<file path="src/rtl/latch_ctrl_pkg.sv">
// Shared types and sizing helpers for the latch write arbiter.
package latch_ctrl_pkg;

  // Write sequencing states: setup, enable pulse, hold.
  typedef enum logic [1:0] {
    IDLE  = 2'd0,
    SETUP = 2'd1,
    OPEN  = 2'd2,
    HOLD  = 2'd3
  } state_e;

  // Width of the enable-duration counter; OPEN_CYC-1 must fit.
  localparam int CNT_W = 4;

  // Index width for n entries, never narrower than one bit.
  function automatic int idx_w(input int n);
    return (n > 1) ? $clog2(n) : 1;
  endfunction

endpackage

</file>
<file path="src/rtl/rr_arbiter.sv">
// Combinational round-robin pick: first set request after ptr, wrapping.
module rr_arbiter
  import latch_ctrl_pkg::*;
#(
  parameter  int NREQ = 4,
  localparam int IW   = idx_w(NREQ)
) (
  input  logic [NREQ-1:0] req,
  input  logic [IW-1:0]   ptr,
  output logic            gnt_valid,
  output logic [IW-1:0]   gnt_idx
);

  // Scan from the farthest candidate to the nearest so the nearest set bit wins.
  always_comb begin
    int idx;
    idx       = 0;
    gnt_valid = 1'b0;
    gnt_idx   = '0;
    for (int k = NREQ; k >= 1; k--) begin
      idx = int'(ptr) + k;
      if (idx >= NREQ) idx = idx - NREQ;
      if (req[idx]) begin
        gnt_valid = 1'b1;
        gnt_idx   = IW'(idx);
      end
    end
  end

endmodule

</file>
<file path="src/rtl/latch_write_arbiter.sv">
// Shares one latch bank among several requesters. Each write runs
// SETUP (data driven) -> OPEN (one enable high) -> HOLD (data kept, ack).
// Enables, ack and err are registered so they never glitch from request inputs.
module latch_write_arbiter
  import latch_ctrl_pkg::*;
#(
  parameter  int NREQ     = 4,
  parameter  int NLAT     = 8,
  parameter  int W        = 8,
  parameter  int OPEN_CYC = 2,
  localparam int AW       = idx_w(NLAT),
  localparam int IW       = idx_w(NREQ)
) (
  input  logic              clk,
  input  logic              reset,
  input  logic [NREQ-1:0]   req,
  input  logic [NREQ*AW-1:0] addr,
  input  logic [NREQ*W-1:0] wdata,
  output logic [NREQ-1:0]   ack,
  output logic              err,
  output logic [NLAT-1:0]   le,
  output logic [W-1:0]      ld,
  output logic              busy,
  output logic [IW-1:0]     grant_id
);

  localparam logic [AW:0]      NLAT_V  = (AW+1)'(NLAT);
  localparam logic [CNT_W-1:0] CNT_ONE = CNT_W'(1);
  localparam logic [CNT_W-1:0] CNT_LD  = CNT_W'(OPEN_CYC - 1);

  state_e            state_q, state_d;
  logic [CNT_W-1:0]  cnt_q, cnt_d;
  logic [IW-1:0]     gid_q, gid_d;
  logic [IW-1:0]     ptr_q, ptr_d;
  logic [AW-1:0]     addr_q, addr_d;
  logic [W-1:0]      data_q, data_d;
  logic [NLAT-1:0]   le_q, le_d;
  logic [NREQ-1:0]   ack_q, ack_d;
  logic              err_q, err_d;

  logic              gnt_valid;
  logic [IW-1:0]     gnt_idx;
  logic [NLAT-1:0]   addr_dec;
  logic              in_range;

  rr_arbiter #(
    .NREQ (NREQ)
  ) u_rr (
    .req       (req),
    .ptr       (ptr_q),
    .gnt_valid (gnt_valid),
    .gnt_idx   (gnt_idx)
  );

  // Decode of the captured address; an out-of-range address matches nothing.
  for (genvar gi = 0; gi < NLAT; gi++) begin : g_dec
    assign addr_dec[gi] = (addr_q == AW'(gi));
  end

  assign in_range = ({1'b0, addr_q} < NLAT_V);

  // Next-state, capture and registered-output decode.
  always_comb begin
    state_d = state_q;
    cnt_d   = cnt_q;
    gid_d   = gid_q;
    ptr_d   = ptr_q;
    addr_d  = addr_q;
    data_d  = data_q;
    case (state_q)
      IDLE: begin
        if (gnt_valid) begin
          gid_d   = gnt_idx;
          addr_d  = addr[gnt_idx*AW +: AW];
          data_d  = wdata[gnt_idx*W +: W];
          state_d = SETUP;
        end
      end
      SETUP: begin
        cnt_d   = CNT_LD;
        state_d = OPEN;
      end
      OPEN: begin
        if (cnt_q == '0) state_d = HOLD;
        else             cnt_d   = cnt_q - CNT_ONE;
      end
      HOLD: begin
        ptr_d   = gid_q;
        state_d = IDLE;
      end
      default: state_d = IDLE;
    endcase

    // Outputs are derived from the state being entered, then registered.
    le_d  = (state_d == OPEN) ? addr_dec : '0;
    ack_d = '0;
    if (state_d == HOLD) ack_d[gid_q] = 1'b1;
    err_d = (state_d == HOLD) && !in_range;
  end

  // State and output registers; reset aborts any write in flight.
  always_ff @(posedge clk) begin
    if (!reset) begin
      state_q <= IDLE;
      cnt_q   <= '0;
      gid_q   <= '0;
      ptr_q   <= IW'(NREQ - 1);
      addr_q  <= '0;
      data_q  <= '0;
      le_q    <= '0;
      ack_q   <= '0;
      err_q   <= 1'b0;
    end else begin
      state_q <= state_d;
      cnt_q   <= cnt_d;
      gid_q   <= gid_d;
      ptr_q   <= ptr_d;
      addr_q  <= addr_d;
      data_q  <= data_d;
      le_q    <= le_d;
      ack_q   <= ack_d;
      err_q   <= err_d;
    end
  end

  assign le       = le_q;
  assign ld       = data_q;
  assign ack      = ack_q;
  assign err      = err_q;
  assign busy     = (state_q != IDLE);
  assign grant_id = gid_q;

  a_le_onehot:  assert property (@(posedge clk) $onehot0(le));
  a_le_in_open: assert property (@(posedge clk) (le != '0) |-> (state_q == OPEN));
  a_ack_onehot: assert property (@(posedge clk) $onehot0(ack));
  a_ack_hold:   assert property (@(posedge clk) (ack != '0) |-> (state_q == HOLD));

endmodule

</file>
<file path="config.mk">
export PLATFORM = sky130hd
export DESIGN_NAME = latch_write_arbiter
export DESIGN_NICKNAME = d
export VERILOG_FILES = /design/src/rtl/latch_ctrl_pkg.sv /design/src/rtl/rr_arbiter.sv /design/src/rtl/latch_write_arbiter.sv
export SDC_FILE = /design/constraint.sdc
export NUM_CORES = 1
export LEC_CHECK = 0
export CAP_MARGIN = 20
export CORE_ASPECT_RATIO = 0.8
export CORE_MARGIN = 2
export CORE_UTILIZATION = 42
export DETAILED_ROUTE_END_ITERATION = 6
export PLACE_DENSITY = 0.8
export SLEW_MARGIN = 30
export SYNTH_ARGS = -nofsm -noshare
export SYNTH_HDL_FRONTEND = slang
export SYNTH_SLANG_ARGS = --single-unit
</file>
<file path="constraint.sdc">
create_clock -name clk -period 2 [get_ports clk]
set_input_delay 0.5 -clock clk [delete_from_list [all_inputs] [get_ports clk]]
set_output_delay 0.5 -clock clk [all_outputs]
set_load 0.01 [all_outputs]
</file>
; Word-level counts from Yosys, hierarchy flattened
; Cells that the tools add are included.
[totals]
register_bits = 33
in_bits = 50
[classes]
n_addsub = 9
mul = 1
order_cmp = 10
eq_ne = 13
shifts = 2
muxes = 31
reduce_logical = 10
[ops]
columns = operator, n
row1 = $ge 32x4->1 const B, 4
row2 = $lt 32x4->1 const B, 4
row3 = $mux 32, 4
row4 = $sub 32x4->32 const B, 4
row5 = $shiftx 32x6->8, 1
row6 = $mux 1, 13
row7 = $eq 3x3->1 const B, 4
row8 = $mux 2, 6
row9 = $shiftx 12x5->3, 1
row10 = $bmux 1 s2, 4
row11 = $eq 2x2->1 const B, 4
row12 = $pmux 2 s4, 1
row13 = $pmux 4 s2, 1
row14 = $reduce_and 2->1, 4
row15 = $add 2x2->3 const B, 2
row16 = $eq 3x2->1 const B, 2
row17 = $add 2x3->4 const B, 1
row18 = $logic_not 4->1, 1
row19 = $mul 2x2->4 const B, 1
row20 = $mux 4, 1
row21 = $reduce_bool 2->1, 2
row22 = $sub 4x1->4 const B, 1
row23 = $add 2x1->3 const B, 1
row24 = $eq 3x1->1 const B, 1
row25 = other kinds (8), 8

; Depth between registers and ports, before layout
; Gate-level depths: netlist of the first run.
[logic_depth]
ltp_word = 14
ltp_mapped = 7

; Hierarchy
; Synthesis of the first run repeated with hierarchy kept, for this count alone.
[hier_totals]
cells_unflattened = 169
hier_area_um2 = 1622.8
[by_module_without_submodules]
columns = mod, n_inst, cells_per_inst, area_per_inst_um2, seq_area_each_um2
row1 = latch_write_arbiter, 1, 155, 1531.5, 660.6
row2 = rr_arbiter, 1, 14, 91.3, 0.0

; Worst setup path before layout of the first run
; Ideal clock, no wire load.
[synth_timing]
path_type = input-to-reg
start = in req[2]
end = reg le_q[0] (netlist: le[0])
arrival_ns = 1.679
setup_slack_ns = 0.229
path_stages = 4
n_path_buf = 0
cell_sequence = or2_2 -> o41ai_1 -> nand3_1 -> nor4_1
[synth_between]
elab_chain_len = 11
word_cells_on_any_way = 20
[synth_rtl]
columns = element, line
row1 = start: declaration, latch_write_arbiter.sv:16  ; input logic [NREQ-1:0] req,
row2 = $bmux 1 s2, rr_arbiter.sv:23  ; if (req[idx]) begin
row3 = $mux 1 (not written as such) (2 in series), rr_arbiter.sv:23
row4 = $mux 1 (3 in series), rr_arbiter.sv:23
row5 = $mux 1 *, rr_arbiter.sv:23
row6 = $mux 2 *, latch_write_arbiter.sv:72  ; if (gnt_valid) begin
row7 = $pmux 2 s4 *, latch_write_arbiter.sv:70  ; case (state_q)
row8 = $eq 2x2->1 *, latch_write_arbiter.sv:95  ; le_d = (state_d == OPEN) ? addr_dec : '0;
row9 = $reduce_and 2->1 (no line) *, --
row10 = end signal: assignment, latch_write_arbiter.sv:120  ; le_q <= le_d;
row11 = end: declaration, latch_write_arbiter.sv:37  ; logic [NLAT-1:0] le_q, le_d;
; Mark *: on every way between the ends. The rest lies on a longest branch, timed or not. The select of a mux whose other input is x is not followed.
; A chain may end at the register's enable or synchronous reset.

; Worst setup path after layout of the first run
[layout_timing]
start = in req[3]
end = reg addr_q[2]
[layout_between]
elab_chain_len = 9
word_cells_on_any_way = 23
[layout_rtl]
columns = element, line
row1 = $bmux 1 s2, rr_arbiter.sv:23
row2 = $mux 1 (not written as such) (2 in series), rr_arbiter.sv:23
row3 = $mux 2 (4 in series), rr_arbiter.sv:23
row4 = $mul 2x2->4, latch_write_arbiter.sv:74  ; addr_d = addr[gnt_idx*AW +: AW];
row5 = $shiftx 12x5->3, latch_write_arbiter.sv:74
row6 = end signal: assignment, latch_write_arbiter.sv:118  ; addr_q <= addr_d;
row7 = end: declaration, latch_write_arbiter.sv:35  ; logic [AW-1:0] addr_q, addr_d;
; Several ways; a longest one is shown, not always the timed one. The select of a mux whose other input is x is not followed.

==> results of run 1 <==
-- area by class of cell --
cell class                 count  area [µm²]  area share, %
sequential                    33         662           23.9
timing repair buffer          94         932           33.6
tap                           55        68.8           2.48
clock inverter                 2        10.0          0.361
clock buffer                   6        72.6           2.61
inverter                      12        45.0           1.62
multi-input combinational    131         985           35.5
-- per-layer routing --
layer / wire length [µm] / share of wire [%] / vias up / GRT usage, %
met2: 2100 / 45 / 64 / 32.2
li1: - / - / 826 / -
met3: 376 / 8.1 / 8 / 8.31
met1: 2070 / 45 / 731 / 27.0
met4: 71 / 1.5 / 0 / 7.65
met5: 0 / 0 / - / 0
-- worst max-delay path: cells and delay by family --
kind / cells / cell delay, ns
AOI/OAI and AO/OA: 3 / 0.55
and+or+nand+nor: 1 / 0.19
muxes: 1 / 0.29
buffers and inverters: 2 / 0.65
-- cells by family (layout without fill, tap and decap cells) --
family,count (synthesis),after routing
adders and majority gates,7,7
AOI/OAI and AO/OA,28,28
xor gates and xnor gates,2,2
buffers and inverters,19,114
and+or+nand+nor,60,60
DFF,33,33
muxes,33,33
other,1,1
-- state kept, by name (all words and copies together), names as in the netlist --
name      flops
ptr_q         2
ack           4
ld            8
state_q       2
grant_id      2
addr_q        3
cnt_q         4
le            8
-- cell usage in the layout (no fill, tap or decap), drive strengths merged, types with 8 or more instances in the layout --
cell type and n:
nand2 8, clkdlybuf4s50 69, mux2 11, inv 12, dfxtp 33, nor3 12
nand3 12, nor2 15, o21ai 16, buf 21, mux2i 22
-- synth_stat cells (2+ instances only) --
master                      n  share of area [%]
sky130_fd_sc_hd__a21oi_1    3               0.88
sky130_fd_sc_hd__clkbuf_1   3               0.66
sky130_fd_sc_hd__dfxtp_1   33                 39
sky130_fd_sc_hd__ha_1       7                5.2
sky130_fd_sc_hd__inv_1     12                2.7
sky130_fd_sc_hd__mux2_2    11                7.3
sky130_fd_sc_hd__mux2i_1   22                 13
sky130_fd_sc_hd__nand2_1    8                1.8
sky130_fd_sc_hd__nand2b_1   3                1.1
sky130_fd_sc_hd__nand3_1   12                3.5
sky130_fd_sc_hd__nor2_1    15                3.3
sky130_fd_sc_hd__nor2b_1    3                1.1
sky130_fd_sc_hd__nor3_1    12                3.5
sky130_fd_sc_hd__o211ai_2   2                1.5
sky130_fd_sc_hd__o21ai_0    8                2.4
sky130_fd_sc_hd__o21ai_1    7                2.1
-- repair_timing --
item | in CTS | in global routing
cloned | 0 | 1
pin swaps | 0 | 2
buffers inserted | 0 | 3
resized for setup | 5 | 9
endpoints found under the setup margin | 2 | 14
endpoints found under the hold margin | 0 | 0
-- final timing paths --
path,end,slack [ns],depth (start not counted)
worst max-delay path,addr_q[2],0.02,7
worst min-delay path,ld[4],0.45,2
worst min register to register,ld[4],0.45,2
worst max register to register,le[3],0.26,6
-- per-stage QoR --
stage	power, W	std cells	util [%]
global placement	0.00199	321	67.9
CTS	0.00250	329	70.4
floorplan	0.00148	183	-
global route	0.00276	333	72.5
finish	0.00260	333	72.5
detailed placement	0.00201	321	67.9
-- power breakdown --
part / switching (W) / internal (W) / total (W)
logic: 0.000563 / 0.000661 / 0.00122
registers: 0.000108 / 0.000786 / 0.000894
clock network: 0.000237 / 0.000241 / 0.000477
total: 0.000908 / 0.00169 / 0.00260
==> Implementation_results.wiki, run 1 <==
{| class="wikitable"
! Metric !! Value
|-
| Post-detailed-route wirelength per cell || 13.9 µm
|-
| Fillcell total || 300
|-
| Maximum clock rate || 504 MHz
|-
| Die H || 60.9 µm
|-
| Arrival time at the worst endpoint || 2.19 ns
|-
| Number of register bits inferred by synthesis || 33
|-
| Via count of the first global-routing pass || 1529
|-
| Final-stage net count || 334
|-
| Count of maximum capacitance violations || 0
|-
| Total track usage || 21.0%
|-
| Initial Utilization || 44.4%
|-
| I/O pins || 74
|-
| Clk buf depth || 2
|-
| Combinational family with the most area after synthesis || multiplexers
|-
| Xor and xnor area share after synthesis || 1.03%
|-
| Leakage dissipation || 1.20 nW
|-
| Adder-cell share of the synthesized area || 5.15%
|-
| Overall overflow remaining after global route || 0
|-
| Drc violations || 0
|-
| Place WS || -0.272 ns
|-
| Worst setup path startpoint || req[3]
|-
| RD Place Congestion || 0.842
|-
| Largest net degree at the start of global routing || 17
|-
| Die outline area || 4570 µm²
|-
| Via/cell ratio || 4.89
|-
| Type of the worst setup path || in2reg
|-
| Result of the run || complete, no violations
|-
| Power density over the cells || 936 nW/µm²
|-
| Simple-gate portion of the synthesized area || 17.3%
|-
| Core box area || 3830 µm²
|-
| Number of placement rows || 20
|-
| Hpwl dp || 3300 µm
|-
| Worst-case headroom to the max-slew limit || 56.5%
|-
| CTS root buf || sky130_fd_sc_hd__clkbuf_8
|-
| Count of antenna-violating nets left after detailed routing || 0
|-
| CTS tree || yes
|-
| Wire length of the first global-routing pass || 7080 µm
|-
| Min-delay worst type || reg2reg
|-
| Vias || 1629
|-
| Number of port buffers || 72
|-
| EDFF count, synth || 0
|-
| Worst-path cell with the longest stage delay || sky130_fd_sc_hd__clkdlybuf4s50_1
|-
| Setup crit start kind || input port
|-
| Number of distinct library cell variants in the gate-level netlist after synthesis || 38
|-
| Clock latency on the worst-skew pair || 0.29 ns
|-
| Number of CTS-inserted buffers || 5
|-
| Number of antenna violations at the first check in global routing || 0
|-
| FFs w/ async S/R, synth || 0%
|-
| Share of cell area taken by muxes after synthesis || 20.3%
|-
| Synthesized netlist net count || 240
|-
| Final clock skew || 0.00738 ns
|-
| Cts hold-fix bufs || 0
|-
| Number of failing hold endpoints at the final stage || 0
|-
| Delay of the slowest cell on the worst path || 0.46 ns
|-
| Synth Instances || 183
|-
| Deepest level of the CTS H-tree || 2
|-
| Final Max Slew Viols || 0
|-
| Tmin final || 1.98 ns
|-
| Clk slew on worst S/H paths || 0.06 ns
|-
| Final setup fails || 0
|-
| Routed wire length || 4620 µm
|-
| Required @ worst endpoint || 2.21 ns
|-
| Cell area after placement || 2600 µm²
|-
| Tightest hold margin || 0.455 ns
|-
| Actual slew at the worst max-slew pin || 0.647 ns
|-
| Fin worst setup slack || 0.0162 ns
|-
| Beginning of the worst hold path || ld[4]
|-
| Final design instance area without fill || 2780 µm²
|-
| Number of clock sinks || 33
|-
| Number of synthesis warnings || 0
|-
| Antenna cell count || 0
|-
| Ordered cell list for the critical path || clkdlybuf4s50_1 -> nor2b_2 -> o21ai_0 -> o211ai_2 -> buf_12 -> mux2_2 -> a211oi_2
|-
| Portion of the clock cycle consumed by the worst path in the final layout || 99.2%
|-
| Launching point of the worst reg2reg path || cnt_q[0]
|-
| Worst vdd rail ir drop || 0.000347 V
|-
| Horizontal die dimension || 75.1 µm
|-
| Total iterations of the first detailed-routing run || 4
|-
| Share of final-layout standard cells stronger than drive strength 1 || 19.8%
|-
| Worst-path fanout max || 7
|-
| Register area share after synthesis || 38.9%
|-
| Sort of element at the end of the critical path || flip-flop
|-
| Total Negative Setup Slacks || 0 ns
|-
| First-iteration detailed-routing DRC count || 75
|-
| Primary FF master, synth || sky130_fd_sc_hd__dfxtp_1
|-
| Synth-to-layout area growth || 63.3%
|-
| Syn avg cell area || 9.28 µm²
|-
| Post-synthesis cell area || 1700 µm²
|-
| Compound-Gate Fraction of Synth Area || 11.6%
|}
Note: power is estimated with default switching activity, not from simulation.
==> run 2: changes to the inputs <==
--- a/config.mk
+++ b/config.mk
@@ -7,7 +7,6 @@
 export LEC_CHECK = 0
 export CAP_MARGIN = 20
 export CORE_ASPECT_RATIO = 0.8
-export CORE_MARGIN = 2
 export CORE_UTILIZATION = 42
 export DETAILED_ROUTE_END_ITERATION = 6
 export PLACE_DENSITY = 0.8
==> run 2 against run 1 <==
  * Total power is 5.3% higher
  * Count of clock-buffer cells in the layout is 1 higher
  * Non-clock buffer count down 1
  * Register-to-register slack better by 0.05 ns
  * Sequential cell count is the same
  * Worst setup slack improved by 0.066 ns
  * Sequential power hardly changed
  * Worst hold slack better by 0.0062 ns
  * Clock power rose by 34%
  * Largest cell class unchanged
==> Implementation_results.wiki, run 2 (synthesis results as in run 1) <==
{| class="wikitable"
! Metric !! Value
|-
| Via/cell ratio || 4.92 (was 4.89)
|-
| Number of port buffers || 72 (unchanged)
|-
| First-iteration detailed-routing DRC count || 44 (was 75)
|-
| Synth-to-layout area growth || 66.6% (was 63.3%)
|-
| Final clock skew || 0.00619 ns (was 0.00738 ns)
|-
| Count of antenna-violating nets left after detailed routing || 0 (unchanged)
|-
| Internal power || 0.00185 W (was 0.00169 W)
|-
| Worst vdd rail ir drop || 0.000420 V (was 0.000347 V)
|-
| Worst-path fanout max || 7 (unchanged)
|-
| Delay of the slowest cell on the worst path || 0.44 ns (was 0.46 ns)
|-
| Tightest hold margin || 0.461 ns (was 0.455 ns)
|-
| Clock latency on the worst-skew pair || 0.28 ns (was 0.29 ns)
|-
| Worst-case headroom to the max-slew limit || 60.4% (was 56.5%)
|-
| Count of maximum capacitance violations || 0 (unchanged)
|-
| Net load switching power || 0.000884 W (was 0.000908 W)
|-
| Type of the worst setup path || in2reg (unchanged)
|-
| Post-route non-filler standard cell count || 332 (was 333)
|-
| Final setup fails || 0 (unchanged)
|-
| Beginning of the worst hold path || ld[6] (was ld[4])
|-
| Design Power || 0.00273 W (was 0.00260 W)
|-
| Initial Utilization || 44.4% (unchanged)
|-
| Setup crit start kind || input port (unchanged)
|-
| Switching Fraction || 32.3% (was 35.0%)
|-
| Number of placement rows || 20 (unchanged)
|-
| Final-stage net count || 333 (was 334)
|-
| Routed wire length || 4320 µm (was 4620 µm)
|-
| Result of the run || complete, no violations (unchanged)
|-
| Actual slew at the worst max-slew pin || 0.590 ns (was 0.647 ns)
|-
| Number of antenna violations at the first check in global routing || 0 (unchanged)
|-
| Leakage dissipation || 1.24 nW (was 1.20 nW)
|-
| Overall overflow remaining after global route || 0 (unchanged)
|-
| Worst flop-to-flop path endpoint || ld[5] (was le[3])
|-
| Die H || 58.9 µm (was 60.9 µm)
|-
| Maximum clock rate || 521 MHz (was 504 MHz)
|-
| Wire length of the first global-routing pass || 6240 µm (was 7080 µm)
|-
| Number of failing hold endpoints at the final stage || 0 (unchanged)
|-
| Power density over the cells || 966 nW/µm² (was 936 nW/µm²)
|-
| Post-detailed-route wirelength per cell || 13.0 µm (was 13.9 µm)
|-
| Total iterations of the first detailed-routing run || 4 (unchanged)
|-
| I/O pins || 74 (unchanged)
|-
| CTS tree || yes (unchanged)
|-
| Core occupancy in the finished layout || 73.9% (was 72.5%)
|-
| Number of clock sinks || 33 (unchanged)
|-
| Most frequent cells in the layout || sky130_fd_sc_hd__clkdlybuf4s50_1 (68), sky130_fd_sc_hd__dfxtp_1 (32), sky130_fd_sc_hd__mux2i_1 (22) (was sky130_fd_sc_hd__clkdlybuf4s50_1 (69), sky130_fd_sc_hd__dfxtp_1 (32), sky130_fd_sc_hd__mux2i_1 (22))
|-
| Sort of element at the end of the critical path || flip-flop (unchanged)
|-
| Required @ worst endpoint || 2.22 ns (was 2.21 ns)
|-
| Clock power share || 23.4% (was 18.4%)
|-
| Via count of the first global-routing pass || 1386 (was 1529)
|-
| Portion of the clock cycle consumed by the worst path in the final layout || 95.9% (was 99.2%)
|-
| Register area || 662 µm² (unchanged)
|-
| Number of CTS-inserted buffers || 5 (unchanged)
|-
| Launching point of the worst reg2reg path || ptr_q[1] (was cnt_q[0])
|-
| Flop pwr share || 32.8% (was 34.5%)
|-
| Hpwl dp || 3060 µm (was 3300 µm)
|-
| Register-to-Register Setup Slack || 0.31 ns (was 0.26 ns)
|-
| Total Negative Setup Slacks || 0 ns (unchanged)
|-
| CTS root buf || sky130_fd_sc_hd__clkbuf_8 (unchanged)
|-
| Most common cell after layout, fill and taps aside || sky130_fd_sc_hd__clkdlybuf4s50_1 (unchanged)
|-
| Antenna cell count || 0 (unchanged)
|-
| Worst-path cell with the longest stage delay || sky130_fd_sc_hd__clkdlybuf4s50_1 (unchanged)
|-
| Min-delay worst type || reg2reg (unchanged)
|-
| Core box area || 3830 µm² (unchanged)
|-
| Cts hold-fix bufs || 0 (unchanged)
|-
| Drc violations || 0 (unchanged)
|-
| Share of final-layout standard cells stronger than drive strength 1 || 18.8% (was 19.8%)
|-
| Tmin final || 1.92 ns (was 1.98 ns)
|-
| Area used by multi-input combinational logic || 986 µm² (was 985 µm²)
|-
| Clk slew on worst S/H paths || 0.07 ns (was 0.06 ns)
|-
| Horizontal die dimension || 73.1 µm (was 75.1 µm)
|-
| Clk buf depth || 2 (unchanged)
|-
| Total track usage || 19.4% (was 21.0%)
|-
| RD Place Congestion || 0.806 (was 0.842)
|-
| Vias || 1634 (was 1629)
|-
| Number of cells traversed by the worst register-to-register path || 7 (was 6)
|-
| Deepest level of the CTS H-tree || 2 (unchanged)
|-
| Largest net degree at the start of global routing || 17 (unchanged)
|-
| Hold worst-path end || ld[6] (was ld[4])
|-
| Worst hold stages || 2 (unchanged)
|-
| Fillcell total || 278 (was 300)
|-
| Ordered cell list for the critical path || clkdlybuf4s50_1 -> buf_4 -> nor2_1 -> o21ai_0 -> o211ai_2 -> clkbuf_16 -> mux2_2 -> o21ai_1 (was clkdlybuf4s50_1 -> nor2b_2 -> o21ai_0 -> o211ai_2 -> buf_12 -> mux2_2 -> a211oi_2)
|-
| Final Max Slew Viols || 0 (unchanged)
|-
| Arrival time at the worst endpoint || 2.14 ns (was 2.19 ns)
|-
| Combinational power share || 43.8% (was 47.2%)
|-
| Cell Count Post-Placement || 320 (was 321)
|-
| Die outline area || 4310 µm² (was 4570 µm²)
|-
| RSZ-0062 raised after global routing || no
|}
run 2: timing repair:
action | 4_1_cts | 5_1_grt
setup buffers | 0 | 3
endpoints found under the setup margin | 6 | 13
cloned | 0 | 2
pin swaps | 0 | 4
gates resized for setup | 4 | 15
run 2: stage by stage:
step / cell area, µm² / worst slack [ns]
after global routing: 2830 / 0.00328
after detailed placement: 2600 / -0.360
after global placement: 2600 / -0.235
after floorplan: 1700 / 0.229
final: 2830 / 0.0823
after CTS: 2730 / 0.0143
run 2: metal layers:
layer  part of all wire, %  global-route usage [%]
met5                     0                       0
met4                   1.4                    6.16
met3                   7.3                    6.85
met2                    45                    30.6
met1                    46                    25.0
run 2: how the worst max path moves through the flow:
stage,from,endpoint,cells past startpoint
3_5_place_dp,req[3],le[0],6
5_1_grt,req[0],addr_q[2],8
6_report,req[0],ld[2],8
3_3_place_gp,req[3],le[3],6
2_1_floorplan,req[2],le[0],4
4_1_cts,req[3],le[0],6
run 2: final cells by class:
class,instances,share of cell area (%)
flip-flops and latches,33,23.4
repair buffers,93,33.6
well taps,55,2.43
clock buffers,7,3.05
clock inverters,1,1.06
inverters,12,1.59
multi-input cells,131,34.8
run 2: worst max-delay path: cells and delay by family:
| kind | cells | cell delay (ns) |
|---|---|---|
| buf+inv | 3 | 0.85 |
| compound gates | 3 | 0.37 |
| mux | 1 | 0.33 |
| simple gates | 1 | 0.09 |
run 2: power groups by stage:
| stage | sequential (W) | clock (W) | combinational [W] |
|---|---|---|---|
| 6_report | 0.000897 | 0.000639 | 0.00120 |
| 5_1_grt | 0.000913 | 0.000676 | 0.00130 |
| 4_1_cts | 0.000885 | 0.000650 | 0.00112 |
| 3_5_place_dp | 0.000893 | 0 | 0.00111 |
| 3_3_place_gp | 0.000893 | 0 | 0.00109 |
| 2_1_floorplan | 0.000914 | 0 | 0.000564 |
